==> src/rtl/engine_alu_ops_operand_packer_if.sv <==
// Operand stream in, packed multi-field packet out, between the packer and its neighbours.
// The slave modport is the packer's view of the bus; the master modport is the environment's view.
interface engine_alu_ops_operand_packer_if #(
  parameter int DATA_W     = 32,
  parameter int NUM_FIELDS = 4
);
  logic                         in_valid;
  logic [DATA_W-1:0]            in_data;
  logic                         in_last;
  logic                         in_ready;
  logic                         out_valid;
  logic [NUM_FIELDS*DATA_W-1:0] out_data;
  logic [NUM_FIELDS-1:0]        out_field_mask;
  logic                         out_short;
  logic                         out_ready;

  modport master (
    output in_valid, in_data, in_last, out_ready,
    input  in_ready, out_valid, out_data, out_field_mask, out_short
  );

  modport slave (
    input  in_valid, in_data, in_last, out_ready,
    output in_ready, out_valid, out_data, out_field_mask, out_short
  );
endinterface

==> src/rtl/engine_alu_ops_operand_packer.sv <==
// Gathers single-word operands into one NUM_FIELDS-wide packet for the ALU-ops kernel.
// A packet closes after field_count words or early on in_last; unused fields read zero.
module engine_alu_ops_operand_packer #(
  parameter int DATA_W     = 32,
  parameter int NUM_FIELDS = 4,
  parameter int CNT_W      = $clog2(NUM_FIELDS + 1)
) (
  input  logic                                 ap_clk,
  input  logic                                 areset_n,
  input  logic                                 clear,
  input  logic                                 config_valid,
  input  logic [CNT_W-1:0]                     field_count,
  output logic                                 cfg_error,
  engine_alu_ops_operand_packer_if.slave       bus
);

  localparam int IDX_W = $clog2(NUM_FIELDS);

  typedef enum logic [1:0] {
    IDLE,
    GATHER,
    EMIT
  } state_t;

  state_t                             state_q, state_d;
  logic [IDX_W-1:0]                   idx_q, idx_d;
  logic [CNT_W-1:0]                   cnt_q, cnt_d;
  logic [NUM_FIELDS-1:0][DATA_W-1:0]  fields_q, fields_d;
  logic [NUM_FIELDS-1:0]              mask_q, mask_d;
  logic                               short_q, short_d;
  logic                               cfg_err_q, cfg_err_d;

  logic cfg_legal;
  logic last_slot;

  assign cfg_legal = (field_count != '0) && (field_count <= CNT_W'(NUM_FIELDS));
  assign last_slot = (CNT_W'(idx_q) == cnt_q - CNT_W'(1));

  always_comb begin
    // NOTE: every next-state signal takes its held value first, so no path leaves it unassigned (no latches).
    state_d   = state_q;
    idx_d     = idx_q;
    cnt_d     = cnt_q;
    fields_d  = fields_q;
    mask_d    = mask_q;
    short_d   = short_q;
    cfg_err_d = cfg_err_q;

    unique case (state_q)
      IDLE: begin
        if (config_valid) begin
          if (cfg_legal) begin
            cnt_d   = field_count;
            state_d = GATHER;
          end else begin
            cfg_err_d = 1'b1;
          end
        end
      end

      GATHER: begin
        if (bus.in_valid) begin
          fields_d[idx_q] = bus.in_data;
          mask_d[idx_q]   = 1'b1;
          if (last_slot || bus.in_last) begin
            state_d = EMIT;
            short_d = bus.in_last && !last_slot;
          end else begin
            idx_d = idx_q + IDX_W'(1);
          end
        end
      end

      EMIT: begin
        if (bus.out_ready) begin
          fields_d = '0;
          mask_d   = '0;
          short_d  = 1'b0;
          idx_d    = '0;
          // A count presented during the packet only takes effect here, at the handshake.
          if (!config_valid) begin
            state_d = GATHER;
          end else if (cfg_legal) begin
            cnt_d   = field_count;
            state_d = GATHER;
          end else begin
            cfg_err_d = 1'b1;
            state_d   = IDLE;
          end
        end
      end

      default: state_d = IDLE;
    endcase

    // Flush outranks every handshake; a pending packet is simply dropped.
    if (clear) begin
      state_d   = IDLE;
      idx_d     = '0;
      fields_d  = '0;
      mask_d    = '0;
      short_d   = 1'b0;
      cfg_err_d = 1'b0;
    end
  end

  always_ff @(posedge ap_clk or negedge areset_n) begin
    if (!areset_n) begin
      state_q   <= IDLE;
      idx_q     <= '0;
      cnt_q     <= '0;
      // NOTE: the field storage is reset too, so a packet torn by reset never leaks partial operands.
      fields_q  <= '0;
      mask_q    <= '0;
      short_q   <= 1'b0;
      cfg_err_q <= 1'b0;
    end else begin
      // NOTE: non-blocking updates keep all registers sampling the same pre-edge values.
      state_q   <= state_d;
      idx_q     <= idx_d;
      cnt_q     <= cnt_d;
      fields_q  <= fields_d;
      mask_q    <= mask_d;
      short_q   <= short_d;
      cfg_err_q <= cfg_err_d;
    end
  end

  assign bus.in_ready       = (state_q == GATHER);
  assign bus.out_valid      = (state_q == EMIT);
  assign bus.out_data       = fields_q;
  assign bus.out_field_mask = mask_q;
  assign bus.out_short      = short_q;
  assign cfg_error          = cfg_err_q;

endmodule

==> src/flat_wrapper.sv <==
// flat-port wrapper written by rule: the top's interface ports become plain ports
module engine_alu_ops_operand_packer_flat 
#(
  parameter int DATA_W     = 32,
  parameter int NUM_FIELDS = 4,
  parameter int CNT_W      = $clog2(NUM_FIELDS + 1)
)
  (ap_clk, areset_n, clear, config_valid, field_count, cfg_error, bus_in_valid, bus_in_data, bus_in_last, bus_out_ready, bus_in_ready, bus_out_valid, bus_out_data, bus_out_field_mask, bus_out_short);
  engine_alu_ops_operand_packer_if #(.DATA_W(DATA_W), .NUM_FIELDS(NUM_FIELDS)) bus_i ();
  input  logic ap_clk;
  input  logic areset_n;
  input  logic clear;
  input  logic config_valid;
  input  logic [CNT_W-1:0] field_count;
  output logic cfg_error;
  input wire logic [$bits(bus_i.in_valid)-1:0] bus_in_valid;
  input wire logic [$bits(bus_i.in_data)-1:0] bus_in_data;
  input wire logic [$bits(bus_i.in_last)-1:0] bus_in_last;
  input wire logic [$bits(bus_i.out_ready)-1:0] bus_out_ready;
  output wire logic [$bits(bus_i.in_ready)-1:0] bus_in_ready;
  output wire logic [$bits(bus_i.out_valid)-1:0] bus_out_valid;
  output wire logic [$bits(bus_i.out_data)-1:0] bus_out_data;
  output wire logic [$bits(bus_i.out_field_mask)-1:0] bus_out_field_mask;
  output wire logic [$bits(bus_i.out_short)-1:0] bus_out_short;
  assign bus_i.in_valid = bus_in_valid;
  assign bus_i.in_data = bus_in_data;
  assign bus_i.in_last = bus_in_last;
  assign bus_i.out_ready = bus_out_ready;
  assign bus_in_ready = bus_i.in_ready;
  assign bus_out_valid = bus_i.out_valid;
  assign bus_out_data = bus_i.out_data;
  assign bus_out_field_mask = bus_i.out_field_mask;
  assign bus_out_short = bus_i.out_short;
  engine_alu_ops_operand_packer #(.DATA_W(DATA_W), .NUM_FIELDS(NUM_FIELDS), .CNT_W(CNT_W)) u_core (.ap_clk(ap_clk), .areset_n(areset_n), .clear(clear), .config_valid(config_valid), .field_count(field_count), .cfg_error(cfg_error), .bus(bus_i));
endmodule
==> config.mk <==
export PLATFORM = sky130hd
export DESIGN_NAME = engine_alu_ops_operand_packer_flat
export DESIGN_NICKNAME = d
export VERILOG_FILES = /design/src/rtl/engine_alu_ops_operand_packer_if.sv /design/src/rtl/engine_alu_ops_operand_packer.sv /design/src/flat_wrapper.sv
export SDC_FILE = /design/constraint.sdc
export NUM_CORES = 1
export LEC_CHECK = 0
export CAP_MARGIN = 10
export CELL_PAD_IN_SITES_DETAIL_PLACEMENT = 2
export CELL_PAD_IN_SITES_GLOBAL_PLACEMENT = 2
export CORE_MARGIN = 4
export CORE_UTILIZATION = 33
export DETAILED_ROUTE_END_ITERATION = 8
export PLACE_DENSITY_LB_ADDON = 0.1
export SLEW_MARGIN = 20
export SYNTH_ARGS = -nofsm -noshare
export SYNTH_HDL_FRONTEND = slang
export SYNTH_SLANG_ARGS = --single-unit
==> constraint.sdc <==
create_clock -name ap_clk -period 3.1 [get_ports ap_clk]
set_input_delay 0.62 -clock ap_clk [delete_from_list [all_inputs] [get_ports ap_clk]]
set_output_delay 0.62 -clock ap_clk [all_outputs]
set_load 0.005 [all_outputs]
Yosys cells after proc, flatten, opt, wreduce, memory -nomap -nowiden
Index checks and enable logic that the tools add are counted.
{"block": "classes", "n_addsub": 2, "magnitude_cmp": 3, "eq_ne": 10, "n_mux": 41, "bitwise": 1, "n_reduce_logical": 16}
{"op": "$mux 128", "count": 3}
{"op": "$pmux 128 s2", "count": 1}
{"op": "$bwmux 128", "count": 1}
{"op": "$demux 32 s2", "count": 1}
{"op": "$mux 32", "count": 1}
{"op": "$mux 2", "count": 11}
{"op": "$mux 4", "count": 3}
{"op": "$ne 3x3->1 const B", "count": 4}
{"op": "$mux 1", "count": 10}
{"op": "$mux 3", "count": 3}
{"op": "$reduce_bool 3->1", "count": 3}
{"op": "$pmux 4 s2", "count": 1}
{"op": "$reduce_and 4->1", "count": 2}
{"op": "$ne 3x2->1 const B", "count": 2}
{"op": "$pmux 2 s3", "count": 1}
{"op": "$pmux 3 s2", "count": 1}
{"op": "$reduce_and 5->1", "count": 1}
{"op": "$or 4x4->4", "count": 1}
{"op": "$pmux 1 s2", "count": 2}
{"op": "$pmux 2 s2", "count": 1}
{"op": "$reduce_and 2->1", "count": 2}
{"op": "$eq 2x3->1", "count": 1}
{"op": "$le 3x3->1 const B", "count": 1}
{"op": "$logic_and 1x1->1", "count": 3}
{"op": "other kinds (13)", "count": 13}
{"block": "word_totals", "regBits": 141, "elab_cells": 83}

Logic depth before layout (Yosys ltp)
Gate-level depths: netlist of run 1.
{"block": "logic_depth", "word_depth": 8, "mapped_depth": 9, "depth_no_buf": 7}

Worst setup path before layout of run 1
No wires, ideal clock.
{"block": "synth_path", "path_type": "register to register", "from": "register u_core.cnt_q[0]", "to": "register u_core.state_q[0]", "setup_ps": 128, "arrival_ps": 1624, "path_slack_ps": 1349, "stages_incl_launch_ff": 8, "path_cell_list": "dfrtp_1 inv_1 ha_1 xnor2_1 o31ai_2 a21oi_1 a21oi_2 mux2_1"}
{"block": "synth_via", "elab_chain_len": 5}
{"element": "from (decl)", "line": "engine_alu_ops_operand_packer.sv:27", "rtl": "logic [CNT_W-1:0] cnt_q, cnt_d;"}
{"element": "from (signal assigned)", "line": "engine_alu_ops_operand_packer.sv:121", "rtl": "cnt_q <= cnt_d;"}
{"element": "$sub 3x1->3", "line": "engine_alu_ops_operand_packer.sv:37", "rtl": "assign last_slot = (CNT_W'(idx_q) == cnt_q - CNT_W'(1));"}
{"element": "$eq 2x3->1", "line": "engine_alu_ops_operand_packer.sv:37"}
{"element": "$logic_or 1x1->1", "line": "engine_alu_ops_operand_packer.sv:65", "rtl": "if (last_slot || bus.in_last) begin"}
{"element": "$ne 3x2->1 (no line)"}
{"element": "$reduce_and 5->1 (no line)"}
{"element": "to (signal assigned)", "line": "engine_alu_ops_operand_packer.sv:119", "rtl": "state_q <= state_d;"}
{"element": "to (decl)", "line": "engine_alu_ops_operand_packer.sv:25", "rtl": "state_t state_q, state_d;"}
No other way between the ends.
A chain may end at the register's enable or synchronous reset.

Worst setup path after layout of run 1
{"block": "layout_path", "from": "register u_core.state_q[0]", "to": "output port bus_out_valid"}
{"block": "layout_via", "elab_chain_len": 1}
{"element": "$eq 2x2->1", "line": "engine_alu_ops_operand_packer.sv:130", "rtl": "assign bus.out_valid = (state_q == EMIT);"}
{"element": "to (decl)", "line": "flat_wrapper.sv:21", "rtl": "output wire logic [$bits(bus_i.out_valid)-1:0] bus_out_valid;"}
No other way between the ends.

==> results of run 1 <==
## routing by layer
layer	share of wire, %	vias to the layer above	routed length [um]	track usage, %
li1	-	1775	-	-
met1	44	2182	8430	27.5
met2	50	135	9470	35.5
met3	4.7	16	899	4.89
met4	0.94	0	179	5.38
met5	0	-	0	0
## sequential cells by signal, indices dropped and copies added (netlist names)
register / count
u_core.bus.out_field_mask: 4
u_core.bus.out_short: 1
u_core.idx_q: 2
u_core.cnt_q: 3
u_core.state_q: 2
u_core.cfg_error: 1
u_core.bus.out_data: 128
## cells in the final DEF (no fill, tap or decap), drive strengths merged
master / Yosys / layout
a21oi: 7 / 7
a22o: 129 / 129
and2: 5 / 5
buf: 30 / 20
bufinv: 0 / 3
clkbuf: 0 / 19
clkdlybuf4s50: 0 / 176
clkinv: 0 / 4
clkinvlp: 0 / 4
dfrtp: 141 / 141
ha: 9 / 9
inv: 10 / 12
mux2: 5 / 5
mux2i: 3 / 3
nand2: 4 / 4
nand3b: 1 / 1
nor2: 12 / 12
nor2b: 3 / 3
nor3: 2 / 2
nor3b: 1 / 1
nor4: 1 / 1
o21ai: 6 / 6
o21bai: 1 / 1
o31ai: 1 / 1
or2: 1 / 1
xnor2: 3 / 3
xor2: 1 / 1
## report_power, final
group	total, mW	leakage (nW)	switching [mW]	internal (mW)
Sequential	2.54	1.94	0.293	2.25
Clock	2.08	0.280	0.809	1.27
Combinational	2.41	1.41	1.16	1.25
Total	7.03	3.63	2.26	4.77
## through the flow
step           hold slack, ps  setup slack, ps  cells  power (mW)  util, %
2_1_floorplan             324             1350    376        3.57        -
4_1_cts                   224              667    790        7.14     50.2
3_3_place_gp              481              716    758        4.90     46.5
5_1_grt                   234              620    790        7.43     50.2
3_5_place_dp              484              633    758        4.99     46.5
6_report                  190              700    790        7.03     50.2
## kinds of logic (layout without fill, tap and decap cells)
family	Yosys count	in the layout	synth area share (%)
buf+inv	40	238	5.38
simple gates	30	30	2.85
compound gates	144	144	22.6
mux	8	8	1.59
flops	141	141	64.9
xor+xnor	4	4	0.644
fa+ha+maj	9	9	2.07
## worst paths after layout
path	to	depth (start not counted)
worst max-delay path	bus_out_valid	3
min in group ap_clk	u_core.bus.out_data[127]$_DFFE_PN0P_	1
max in group asynchronous	u_core.bus.out_data[99]$_DFFE_PN0P_	2
worst max register to register	u_core.bus.out_data[97]$_DFFE_PN0P_	8
worst min register to register	u_core.bus.out_data[127]$_DFFE_PN0P_	1
worst min-delay path	u_core.bus.out_data[89]$_DFFE_PN0P_	1
## cell type report
class                      count  area share [%]
timing repair buffer         196            24.2
multi-input combinational    195            20.6
inverter                      10           0.467
clock buffer                  19            5.39
sequential                   141            43.9
tap                          216            3.37
clock inverter                13            2.06
==> metrics, run 1 <==
run status finished, final reports clean; Iteration-0 DRC Markers 189; initial antenna violation count 0; total core area 16000 um2; clk_skew 6.18 ps; Mapped Area 5440 um2; minimum clock period 2400 ps; Die X 136 um; worst skew pair latency 410 ps; first-pass GRT wire length 29500 um; Synth warnings 0; Die Area 18600 um2; Slew headroom 55.5%; worst-path maximum fanout 6; cts repair resizes 0; share of async-settable or async-resettable flops after synthesis 100%; prevailing post-synth register cell dfrtp_1; max-slew violations 0; drt via density 5.20; Final Instance Area 8030 um2; layout cells sized above 1 11.0%; Wirelength per Cell 24.0 um; most frequent cell after synthesis dfrtp_1; Placed Area 7430 um2; top cell type's share of synthesized area 64.9%; FMAX 417 MHz; Pleak 3.63 nW; Final setup viols 0; sequence of cells on the critical path inv_1 -> ha_1 -> clkdlybuf4s50_1; gr usage total 21.1%; Antenna diodes 0; Layout area overhead 47.6%; Setup CP Type reg2out; root buffer cell clkbuf_16; CP required 2480 ps; Hold Vio Cnt, Final 0; die height 136 um; post-route ant nets 0; CTS Buf Count 17; RD Place Congestion 0.729; sequential share of the synthesized area 64.9%; grt ovf 0; drt pass-1 iters 4; CTS H-Tree Depth 4; Critical Path Source Type flop; synthesized net count 427; fillers 1563; I/O pin count 178; Post-synth EDFFs 0; CP Capture Type primary output; WP buf/inv 2; Detailed Place HPWL 12900 um; VDD IR max 489 uV; leading area contributor after synthesis dfrtp_1; Crit path max-delay family buffers and inverters; floorplan row count 46; mean area per synthesized cell 14.5 um2; setup TNS 0 ps; Multi-input gate area 1660 um2; largest net degree at the start of global routing 67; Nets 612; hold buffer count at CTS 0; CTS tree yes; unrepaired setup endpoints after global routing no; worst hold path class in2async; slew at the pin closest to its max-slew limit 667 ps; DRC violations left 0; Unique masters post-synth 30; most common library cells after synthesis dfrtp_1, a22o_1, buf_6; Critical path origin u_core.state_q[0]$_DFFE_PN0P_; clock sinks 141; Critical R2R Launch u_core.state_q[0]$_DFFE_PN0P_; Initial Util 34.0%; FF-to-FF setup slack 1040 ps; vias in the first global route 4707; number of synthesized register bits 141; port bufs 177; PD cells 876 nW/um2; sequential cell area 3530 um2; slowest stage delay, CP 550 ps; number of max-cap violations 0; Post-CTS Setup Bufs 0; cell count after synthesis 376; Worst path slowest cell clkdlybuf4s50_1; Period Utilization, post-route 77.4%; CP Data Arrival Time 1780 ps; via count 4108; Synth area leaders dfrtp_1, a22o_1, buf_6; final wirelength 19000 um; Clock transition at path regs 60 ps; clock buffer depth 2
(Power assumes the default switching activity.)
==> run 2, diff against run 1 <==
--- a/config.mk
+++ b/config.mk
@@ -9,7 +9,7 @@
 export CELL_PAD_IN_SITES_DETAIL_PLACEMENT = 2
 export CELL_PAD_IN_SITES_GLOBAL_PLACEMENT = 2
 export CORE_MARGIN = 4
-export CORE_UTILIZATION = 33
+export CORE_UTILIZATION = 27
 export DETAILED_ROUTE_END_ITERATION = 8
 export PLACE_DENSITY_LB_ADDON = 0.1
 export SLEW_MARGIN = 20
==> constraint.sdc (replaced) <==
create_clock -name ap_clk -period 2.1 [get_ports ap_clk]
set_input_delay 0.42 -clock ap_clk [delete_from_list [all_inputs] [get_ports ap_clk]]
set_output_delay 0.42 -clock ap_clk [all_outputs]
set_load 0.005 [all_outputs]
==> metrics, run 2 (synthesized netlist as in run 1, its figures left out) <==
run status finished, final reports clean; initial antenna violation count 0 (unchanged); CTS H-Tree Depth 4 (unchanged); Iteration-0 DRC Markers 137 (-28%); Final Instance Area 8340 um2 (+3.9%); unrepaired setup endpoints after global routing yes; Layout Cells excl Fill 851 (+7.7%); CP Capture Type primary output; part of the power in registers 35.5% (-0.7 points); worst skew pair latency 420 ps (about the same); die height 150 um (+9.9%); number of max-cap violations 0 (unchanged); worst-path maximum fanout 3 (-3); root buffer cell clkbuf_16; CP required 1680 ps (-800 ps); Setup CP Type reg2out; clock buffer depth 2 (unchanged); clock share of power 28.2% (-1.4 points); combinational power share 36.3% (+2.0 points); CTS Buf Count 17 (unchanged); CP Data Arrival Time 1590 ps (-190 ps); FF-to-FF setup slack 100 ps (-940 ps); floorplan row count 51 (+11%); CTS tree yes; WHS 494 ps (+304 ps); FMAX 498 MHz; gr usage total 17.4% (-3.7 points); PD cells 1270 nW/um2 (+44%); max reg flops 128 (unchanged); Detailed Place HPWL 13300 um (+3.4%); switching pwr 3.44 mW (+52%); drt pass-1 iters 4 (unchanged); Hold Vio Cnt, Final 0 (unchanged); via count 4181 (+1.8%); drt via density 4.91 (-5.5%); Slew headroom 66.2% (+11 points); Clock transition at path regs 60 ps (about the same); Final setup viols 0 (unchanged); max-slew violations 0 (unchanged); total core area 19700 um2 (+23%); cell count after placement 816 (+7.7%); Antenna diodes 0 (unchanged); VDD IR max 579 uV (+18%); Period Utilization, post-route 95.6%; clock sinks 141 (unchanged); grt ovf 0 (unchanged); Nets 624 (+2.0%); layout cells sized above 1 14.5% (+3.5 points); Critical Path Source Type flop; post-route ant nets 0 (unchanged); cell-internal power 7.12 mW (+49%); slew at the pin closest to its max-slew limit 507 ps (-160 ps); final wirelength 19300 um (+1.5%); vias in the first global route 4798 (+1.9%); Net Sw Frac 32.6% (+0.40 points); Layout area overhead 53.3%; port bufs 177 (unchanged); FF-to-FF path depth 9 (+1); worst hold path class reg2reg; Die X 150 um (+9.9%); clk_skew 8.32 ps (+2.14 ps); Die Area 22500 um2 (+21%); DRC violations left 0 (unchanged); final core occ 42.4% (-7.8 points); Placed Area 7700 um2 (+3.7%); minimum clock period 2010 ps; fillers 2004 (+28%); RD Place Congestion 0.749 (+2.7%); I/O pin count 178 (unchanged); Wirelength per Cell 22.6 um (-5.8%); Initial Util 27.7% (-6.3 points); Pleak 3.73 nW (+2.8%); largest net degree at the start of global routing 48 (-28%); commonest non-fill, non-tap cell in the layout clkdlybuf4s50_1; hold depth 2; first-pass GRT wire length 29800 um (+0.79%); most frequent cells in the layout clkdlybuf4s50_1, dfrtp_1, a22o_1
==> run 2: cell count changes in the layout (fill, tap and decap cells not counted), sizes merged <==
cell,change
buf,+11
clkinv,-3
inv,+3
bufinv,-2
clkinvlp,+2
clkdlybuf4s50,-1
dlygate4sd3,+1
dlymetal6s2s,+1
==> run 2: path summary, 6_finish.rpt <==
path                                                                from                                        to
worst max register to register             u_core.state_q[0]$_DFFE_PN0P_       u_core.bus.out_data[68]$_DFFE_PN0P_
worst min register to register  u_core.bus.out_field_mask[0]$_DFFE_PN0P_  u_core.bus.out_field_mask[0]$_DFFE_PN0P_
max in group asynchronous                                       areset_n      u_core.bus.out_data[121]$_DFFE_PN0P_
worst max-delay path                       u_core.state_q[1]$_DFFE_PN0P_                              bus_in_ready
worst min-delay path            u_core.bus.out_field_mask[0]$_DFFE_PN0P_  u_core.bus.out_field_mask[0]$_DFFE_PN0P_
min in group asynchronous                                       areset_n       u_core.bus.out_data[26]$_DFFE_PN0P_
==> run 2: final cells by class <==
type	count	area (um2)	area share, %
Timing Repair Buffer	208	2170	26.1
Clock buffer	19	453	5.43
Multi-Input combinational cell	195	1690	20.2
Inverter	10	37.5	0.450
Clock inverter	13	130	1.56
Sequential cell	141	3530	42.3
Tap cell	265	332	3.97
==> run 2: per-stage QoR <==
step / setup TNS (ps) / power (mW) / setup slack, ps
5_1_grt: -40.8 / 11.2 / -14.4
3_3_place_gp: 0 / 7.52 / 79.2
6_report: 0 / 10.6 / 91.6
3_5_place_dp: 0 / 7.64 / 43.3
2_1_floorplan: 0 / 5.28 / 349
4_1_cts: 0 / 10.7 / 2.57
==> run 2: routing by layer <==
metal / GRT usage [%] / wire length [um]
met1: 23.0 / 8670
met2: 28.6 / 9430
met3: 4.51 / 1020
met4: 4.57 / 136
met5: 0 / 0
==> run 2: what timing repair did <==
| item | in CTS | in global routing |
|---|---|---|
| setup buffers | 1 | 1 |
| endpoints found under the hold margin | 43 | 0 |
| resized for setup | 5 | 3 |
| hold buffers | 1 | 0 |
| setup endpoints to repair | 2 | 2 |
==> run 2: power groups by stage <==
stage | Combinational [mW] | Sequential (mW) | Clock, mW
floorplan | 1.54 | 3.74 | 0
global placement | 3.76 | 3.76 | 0
detailed placement | 3.86 | 3.78 | 0
CTS | 3.91 | 3.75 | 3.07
global route | 4.15 | 3.84 | 3.18
finish | 3.83 | 3.74 | 2.98
==> run 2: worst max-delay path, stage by stage (launching register included) <==
cell and delay (ps):
dfrtp_2 440, inv_2 90, ha_4 140, clkdlybuf4s50_1 500
==> run 3, diff against run 2 <==
--- a/config.mk
+++ b/config.mk
@@ -9,7 +9,8 @@
 export CELL_PAD_IN_SITES_DETAIL_PLACEMENT = 2
 export CELL_PAD_IN_SITES_GLOBAL_PLACEMENT = 2
 export CORE_MARGIN = 4
-export CORE_UTILIZATION = 27
+export CORE_UTILIZATION = 28
+export CTS_BUF_LIST = sky130_fd_sc_hd__clkbuf_2
 export DETAILED_ROUTE_END_ITERATION = 8
 export PLACE_DENSITY_LB_ADDON = 0.1
 export SLEW_MARGIN = 20
==> metrics, run 3 (synthesized netlist as in run 1, its figures left out) <==
CTS H-Tree Depth 4 (unchanged); Die Area 21700 um2 (-3.4%); initial antenna violation count 1 (+1); Nets 702 (+13%); gr usage total 18.2% (+0.78 points); Wirelength per Cell 21.6 um (-4.4%); CP Capture Type flop; post-route ant nets 0 (unchanged); FMAX 483 MHz (-3.0%); PD cells 1110 nW/um2 (-12%); total core area 18900 um2 (-3.9%); first-pass GRT wire length 30800 um (+3.4%); grt ovf 0 (unchanged); final core occ 45.2% (+2.7 points); number of max-cap violations 0 (unchanged); Initial Util 28.8% (+1.1 points); Final setup viols 0 (unchanged); worst slack at placement 51.0 ps (+7.73 ps); run status finished, final reports clean; commonest non-fill, non-tap cell in the layout dfrtp_1; max-slew violations 0 (unchanged); Final Instance Area 8530 um2 (+2.3%); worst skew pair latency 710 ps (+290 ps); total chip power 9.45 mW (-10%); fin worst setup slack 30.3 ps (-61.3 ps); Hold Vio Cnt, Final 0 (unchanged); largest net degree at the start of global routing 46 (-4.2%); cell count after placement 807 (-1.1%); vias in the first global route 5027 (+4.8%); WHS 182 ps (-312 ps); Setup CP Type reg2reg; VDD IR max 359 uV (-38%); setup TNS 0 ps (unchanged); Die X 147 um (-1.7%); worst hold path class in2async; CP Data Arrival Time 2650 ps (+1060 ps); Slew headroom 69.0% (+2.8 points); port bufs 177 (unchanged); final wirelength 20000 um (+3.9%); CP required 2680 ps (+1000 ps); Multi-input gate area 1690 um2 (+0.15%); clock sinks 141 (unchanged); Period Utilization, post-route 98.6% (+2.9 points); CTS Buf Count 17 (unchanged); die height 147 um (-1.7%); worst-path maximum fanout 22 (+19); floorplan row count 50 (-2.0%); slew at the pin closest to its max-slew limit 465 ps (-42.3 ps); minimum clock period 2070 ps (+61.3 ps); Placed Area 7740 um2 (+0.50%); Layout area overhead 56.9%; Iteration-0 DRC Markers 173 (+26%); most frequent cells in the layout dfrtp_1, a22o_1, dlygate4sd2_1; sequential cell area 3530 um2 (unchanged); DRC violations left 0 (unchanged); unrepaired setup endpoints after global routing yes; Pleak 4.82 nW (+29%); Critical Path Source Type flop; drt pass-1 iters 6 (+2); CTS tree yes; max reg flops 128 (unchanged); Layout Cells excl Fill 925 (+8.7%); root buffer cell clkbuf_2; clk_skew 29.3 ps (+21.0 ps); RD Place Congestion 0.743 (-0.73%); via count 4473 (+7.0%); Detailed Place HPWL 12900 um (-3.3%); layout cells sized above 1 24.7% (+10 points); fillers 1954 (-2.5%); I/O pin count 178 (unchanged); Clock transition at path regs 220 ps (+160 ps); clock buffer depth 2 (unchanged); drt via density 4.84 (-1.6%)
## run 3: cell count changes in the layout (fill, tap and decap cells not counted), moves of 3 or more
cell	change
buf_12	+6
clkinv_2	+3
buf_4	+70
buf_6	+3
clkinvlp_4	-4
clkdlybuf4s50_1	-135
clkbuf_16	-17
clkbuf_2	+18
dlygate4sd2_1	+122
dlymetal6s2s_1	+11
## run 3: per-layer routing
metal	wire length, um	GRT usage (%)	vias up
li1	-	-	1961
met1	8840	23.9	2358
met2	9920	30.1	136
met3	1050	4.75	18
met4	214	4.80	0
met5	0	0	-
## run 3: path summary, 6_finish.rpt
| check | start | end | slack [ps] | depth (start not counted) |
|---|---|---|---|---|
| setup reg to reg | u_core.state_q[1]$_DFFE_PN0P_ | u_core.bus.out_data[118]$_DFFE_PN0P_ | 30 | 9 |
| min in group ap_clk | field_count[1] | u_core.cnt_q[1]$_DFFE_PN0P_ | 360 | 2 |
| hold / removal | areset_n | u_core.bus.out_data[24]$_DFFE_PN0P_ | 180 | 2 |
| max in group asynchronous | areset_n | u_core.state_q[0]$_DFFE_PN0P_ | 1310 | 3 |
| setup / recovery | u_core.state_q[1]$_DFFE_PN0P_ | u_core.bus.out_data[118]$_DFFE_PN0P_ | 30 | 9 |
| hold reg to reg | u_core.bus.out_data[77]$_DFFE_PN0P_ | u_core.bus.out_data[77]$_DFFE_PN0P_ | 530 | 1 |
## run 3: layout make-up
class / instances / area share, %
flip-flops and latches: 141 / 41.4
repair buffers: 286 / 31.8
multi-input cells: 195 / 19.8
well taps: 260 / 3.81
clock inverters: 14 / 1.69
clock buffers: 18 / 1.06
inverters: 10 / 0.469
diodes: 1 / 0.0293
## run 3: worst max-delay path, stage by stage (launching register included)
cell and delay [ps]:
dfrtp_1 450, buf_6 140, ha_4 150, buf_4 150, nor2b_2 170, o21bai_1 200
buf_6 220, o21ai_4 90, buf_12 170, a22o_1 220
## run 3: power by group
group | switching (mW) | internal, mW
clock | 1.05 | 0.554
combinational | 1.94 | 2.21
sequential | 0.382 | 3.31
total | 3.38 | 6.08
## run 3: timing repair
item	in CTS	in global routing
hold buffers	1	0
hold endpoints to repair	141	0
pin swaps	1	0
setup buffers	76	8
resized for setup	139	15
setup endpoints to repair	134	57
cloned	0	0
